### src/rtl/ac_zone_scheduler_pkg.sv
// Shared types and default parameters for the AC zone scheduler.
// The scheduler FSM states and the default temperature type live here.
package ac_pkg;

    typedef enum logic [1:0] {IDLE, RUN, SWITCH} sched_state_t;

    localparam int NZONES_DEF      = 3;
    localparam int TBITS_DEF       = 3;
    localparam int STEP_CYCLES_DEF = 2;
    localparam int MAX_STEPS_DEF   = 2;
    localparam int DEAD_CYCLES_DEF = 1;

    typedef logic [TBITS_DEF-1:0] temp_t;

endpackage

### src/rtl/ac_zone_scheduler_rr_arbiter.sv
// Combinational round-robin arbiter: picks the first pending room after the
// last-served index, searching cyclically.
module rr_arbiter
    import ac_pkg::*;
#(
    parameter  int NZONES = NZONES_DEF,
    localparam int IW     = (NZONES > 1) ? $clog2(NZONES) : 1
) (
    input  logic [NZONES-1:0] pending,
    input  logic [IW-1:0]     last,
    output logic [NZONES-1:0] winner,
    output logic [IW-1:0]     winner_idx
);

    always_comb begin
        int   idx;
        logic found;
        winner     = '0;
        winner_idx = '0;
        found      = 1'b0;
        idx        = 0;
        for (int k = 1; k <= NZONES; k++) begin
            idx = (int'(last) + k) % NZONES;
            if (!found && pending[idx]) begin
                found       = 1'b1;
                winner[idx] = 1'b1;
                winner_idx  = IW'(idx);
            end
        end
    end

endmodule

### src/rtl/ac_zone_scheduler.sv
// Shares one compressor among NZONES rooms: per-room setpoint buttons, a
// round-robin grant with forced rotation, and a dead-time gap between grants.
module ac_zone_scheduler
    import ac_pkg::*;
#(
    parameter int NZONES      = NZONES_DEF,
    parameter int TBITS       = TBITS_DEF,
    parameter int STEP_CYCLES = STEP_CYCLES_DEF,
    parameter int MAX_STEPS   = MAX_STEPS_DEF,
    parameter int DEAD_CYCLES = DEAD_CYCLES_DEF
) (
    input  logic                    clk_2,
    input  logic                    reset,
    input  logic [NZONES-1:0]       up_req,
    input  logic [NZONES-1:0]       down_req,
    output logic [NZONES*TBITS-1:0] desired_temp,
    output logic [NZONES*TBITS-1:0] real_temp,
    output logic [NZONES-1:0]       grant,
    output logic                    compressor_on,
    output logic                    heat_mode,
    output logic [NZONES-1:0]       settled,
    output logic                    busy
);

    localparam int IW = (NZONES > 1) ? $clog2(NZONES) : 1;
    localparam int SW = $clog2(STEP_CYCLES + 1);
    localparam int GW = $clog2(MAX_STEPS + 1);
    localparam int DW = $clog2(DEAD_CYCLES + 1);
    localparam logic [TBITS-1:0] TMAX = {TBITS{1'b1}};

    sched_state_t     state_q, state_d;
    logic [IW-1:0]    g_q, g_d, ptr_q, ptr_d;
    logic [SW-1:0]    step_q, step_d;
    logic [GW-1:0]    gstep_q, gstep_d;
    logic [DW-1:0]    dead_q, dead_d;
    logic [TBITS-1:0] desired_q [NZONES];
    logic [TBITS-1:0] desired_d [NZONES];
    logic [TBITS-1:0] real_q    [NZONES];
    logic [TBITS-1:0] real_step;
    logic [NZONES-1:0] pending, win, g_onehot, settled_d;
    logic [IW-1:0]    win_idx;
    logic             any_pending, other_pending, heat, do_step;

    always_comb begin
        for (int i = 0; i < NZONES; i++) begin
            desired_d[i] = desired_q[i];
            if (up_req[i] && !down_req[i] && desired_q[i] != TMAX)
                desired_d[i] = desired_q[i] + TBITS'(1);
            else if (down_req[i] && !up_req[i] && desired_q[i] != '0)
                desired_d[i] = desired_q[i] - TBITS'(1);
            pending[i] = desired_q[i] != real_q[i];
        end
    end

    rr_arbiter #(.NZONES(NZONES)) u_arb (
        .pending    (pending),
        .last       (ptr_q),
        .winner     (win),
        .winner_idx (win_idx)
    );

    assign g_onehot      = NZONES'(1) << g_q;
    assign any_pending   = |pending;
    assign other_pending = |(pending & ~g_onehot);
    assign heat          = real_q[g_q] < desired_q[g_q];
    assign real_step     = heat ? real_q[g_q] + TBITS'(1) : real_q[g_q] - TBITS'(1);

    always_comb begin
        state_d   = state_q;
        g_d       = g_q;
        ptr_d     = ptr_q;
        step_d    = step_q;
        gstep_d   = gstep_q;
        dead_d    = dead_q;
        do_step   = 1'b0;
        settled_d = '0;
        unique case (state_q)
            IDLE: begin
                if (any_pending) begin
                    state_d = RUN;
                    g_d     = win_idx;
                    ptr_d   = win_idx;
                    step_d  = '0;
                    gstep_d = '0;
                end
            end
            RUN: begin
                // Equality ends the grant even when a setpoint change caused it.
                if (!pending[g_q]) begin
                    state_d = any_pending ? SWITCH : IDLE;
                    dead_d  = '0;
                end else if (gstep_q == GW'(MAX_STEPS) && other_pending) begin
                    state_d = SWITCH;
                    dead_d  = '0;
                end else if (step_q == SW'(STEP_CYCLES - 1)) begin
                    do_step = 1'b1;
                    step_d  = '0;
                    if (gstep_q != GW'(MAX_STEPS))
                        gstep_d = gstep_q + GW'(1);
                    if (real_step == desired_d[g_q])
                        settled_d[g_q] = 1'b1;
                end else begin
                    step_d = step_q + SW'(1);
                end
            end
            SWITCH: begin
                if (dead_q == DW'(DEAD_CYCLES - 1)) begin
                    if (any_pending) begin
                        state_d = RUN;
                        g_d     = win_idx;
                        ptr_d   = win_idx;
                        step_d  = '0;
                        gstep_d = '0;
                    end else begin
                        state_d = IDLE;
                    end
                end else begin
                    dead_d = dead_q + DW'(1);
                end
            end
            default: state_d = IDLE;
        endcase
    end

    always_ff @(posedge clk_2 or posedge reset) begin
        if (reset) begin
            state_q <= IDLE;
            g_q     <= '0;
            ptr_q   <= IW'(NZONES - 1);
            step_q  <= '0;
            gstep_q <= '0;
            dead_q  <= '0;
            settled <= '0;
            for (int i = 0; i < NZONES; i++) begin
                desired_q[i] <= '0;
                real_q[i]    <= '0;
            end
        end else begin
            state_q <= state_d;
            g_q     <= g_d;
            ptr_q   <= ptr_d;
            step_q  <= step_d;
            gstep_q <= gstep_d;
            dead_q  <= dead_d;
            settled <= settled_d;
            for (int i = 0; i < NZONES; i++)
                desired_q[i] <= desired_d[i];
            if (do_step)
                real_q[g_q] <= real_step;
        end
    end

    always_comb begin
        for (int i = 0; i < NZONES; i++) begin
            desired_temp[i*TBITS +: TBITS] = desired_q[i];
            real_temp[i*TBITS +: TBITS]    = real_q[i];
        end
    end

    assign compressor_on = state_q == RUN;
    assign grant         = compressor_on ? g_onehot : '0;
    assign heat_mode     = compressor_on && heat;
    assign busy          = state_q != IDLE;

endmodule

### config.mk
export PLATFORM = sky130hd
export DESIGN_NAME = ac_zone_scheduler
export DESIGN_NICKNAME = d
export VERILOG_FILES = /design/src/rtl/ac_zone_scheduler_pkg.sv /design/src/rtl/ac_zone_scheduler_rr_arbiter.sv /design/src/rtl/ac_zone_scheduler.sv
export SDC_FILE = /design/constraint.sdc
export NUM_CORES = 1
export LEC_CHECK = 0
export ABC_AREA = 1
export CAP_MARGIN = 0
export CORE_AREA = 2 2 84 86
export CTS_CLUSTER_DIAMETER = 50
export CTS_CLUSTER_SIZE = 30
export DETAILED_ROUTE_END_ITERATION = 7
export DIE_AREA = 0 0 86 88
export PLACE_DENSITY = 0.64
export SYNTH_ARGS = -nofsm -noshare
export SYNTH_HDL_FRONTEND = slang
export SYNTH_HIERARCHICAL = 1
export SYNTH_SLANG_ARGS = --single-unit
### constraint.sdc
create_clock -name clk_2 -period 6.6 [get_ports clk_2]
set_input_delay 0.99 -clock clk_2 [delete_from_list [all_inputs] [get_ports clk_2]]
set_output_delay 0.99 -clock clk_2 [all_outputs]
set_load 0.1 [all_outputs]
==> impl_results.md <==
- Post-CTS Hold Buffers: 0
- Hold Path Cell Cnt: 2
- Reg2reg start: ptr_q[0]$_DFFE_PP0P_
- Worst-Margin Slew: 0.987 ns
- CTS buffer count: 5
- Critical path cell sequence: nor2_4 -> clkinv_2 -> o22ai_1 -> a21oi_1 -> ha_1 -> a21oi_1 -> nand2_4 -> nor2_1 -> clkdlybuf4s50_1
- DP Area: between 2000 and 3000 µm²
- Initial drt markers: between 100 and 150
- Overall die height: ~88 µm
- Critical path capture point type: primary output
- Pre-antenna DRT Iters: 4
- Setup TNS: 0 ns
- Final hold viol count: 0
- Drt wl/cell: around 12 µm
- Commonest non-fill, non-tap cell in the layout: nand2_1
- Total Routing Usage GR: between 10% and 20%
- IO buf count: 34
- DRC Markers: 0
- Chip width: 86 µm
- HP Class: reg -> reg
- Clk_lat worst skew: a little under 0.3 ns
- First-pass GRT wire length: roughly 10000 µm
- Slowest stage cell, crit path: clkdlybuf4s50_1
- Syn Area/Cell: between 7 and 8 µm²
- Clk_skew: 0.00335 ns
- Total setup buffers inserted after CTS: 0
- Synth Instances: about 360
- Final WL: 5890 µm
- Most used cell, CP: a21oi_1
- Final Cell Area: between 3000 and 4000 µm²
- Drt via density: between 4 and 5
- R2R Setup Slk: 3.37 ns
- CP delay by family, top: buffers and inverters
- Ant. Diodes: 0
- Critical R2R Capture: settled[0]$_DFF_PP0_
- Max Clock Freq: around 220 MHz
- Number of global-route vias before repair: around 2300
- Share of cells above drive strength 1: 13.6%
- Worst slack, placed: 2.45 ns
- Syn Nets: between 300 and 400
- CP max FO: 9
- Die Footprint: approximately 7600 µm²
- Worst path bufs/invs: 2
- DP HPWL: approximately 4700 µm
- Worst Hold Path EP: ptr_q[1]$_DFFE_PP1P_
- RSZ-0062 raised after global routing: false
- Max cap viols: 0
- Max Slew Vio Count: 0
- Crit Path Category: reg -> out
- # IOs: 35
- Slew headroom: between 30% and 40%
- Crit path launch: ptr_q[0]$_DFFE_PP0P_
- R2R depth: 21
- Antenna-violating nets left: 0
- Syn. warnings: 6
- Initial Utilization: a little under two fifths
- Final #Nets: approximately 430
- CP required: ~5.6 ns
- Worst setup margin: 2.13 ns
- Worst hold start: ptr_q[1]$_DFFE_PP1P_
- Area delta synth->final: 22.9%
- Final setup viols: 0
- WP data arrival: around 3.5 ns
- Worst-path clk slew: 0.07 ns
- Highest cell delay on the worst timing path: about 1.1 ns
- Grt ovf: 0
- Initial antenna violation count: 0
- # clock sinks: 30
- GPL Wtd Cong: a little under 0.9
- CTS tree: done
- H-Tree Depth: 2
- Status: finished clean
- Num rows: 30
- Largest net degree at the start of global routing: 31
- Worst setup SP type: flop
- CTS root buf: clkbuf_8
- Fin crit share: between 60% and 70%
- Most frequent cells in the layout: 109 x nand2_1, 58 x inv_1, 34 x clkdlybuf4s50_1
- Vias: ~2300
- Worst-case clock buffer depth: 2
- Crit path time final: ~4.5 ns
- Hold Slack: 0.487 ns
- Mapped Area: 2540 µm²
- CTS resizes: 0
- Core area: 6640 µm²
worst min-delay path, cell delays in order (launching register included):
cell and delay [ns]:
dfstp_2 0.39, nand2_1 0.06, nand2_1 0.04
layout make-up:
class,count,area (µm²)
well taps,80,100
fillers,658,3520
repair buffers,35,348
clock buffers,6,82.6
flip-flops and latches,30,752
multi-input cells,266,1530
clock inverters,2,60.1
inverters,66,251
state kept, by name, summed over array words and instances, names as in the netlist:
register	cells
desired_temp	9
real_temp	9
settled	3
gstep_q	2
ptr_q	2
state_q	2
step_q	2
g_q	1
per-stage QoR:
stage          cells  util, %
5_1_grt          485     47.0
3_3_place_gp     477     44.9
4_1_cts          485     47.0
2_1_floorplan    363        -
6_report         485     47.0
3_5_place_dp     477     44.9
how the worst max path moves through the flow:
stage | endpoint | cells past startpoint
after floorplan | grant[1] | 4
after global placement | heat_mode | 9
after detailed placement | heat_mode | 9
after CTS | heat_mode | 9
after global routing | heat_mode | 10
final | heat_mode | 9
metal layers:
layer	vias up	part of all wire [%]	global-route usage, %
li1	1205	-	-
met5	-	0	0
met1	1067	47	21.1
met2	44	48	30.1
met3	9	3.9	3.30
met4	0	1.6	6.35
Power is not shown: default switching activity piles up to over one toggle a cycle in this logic, so the estimate is an artifact.
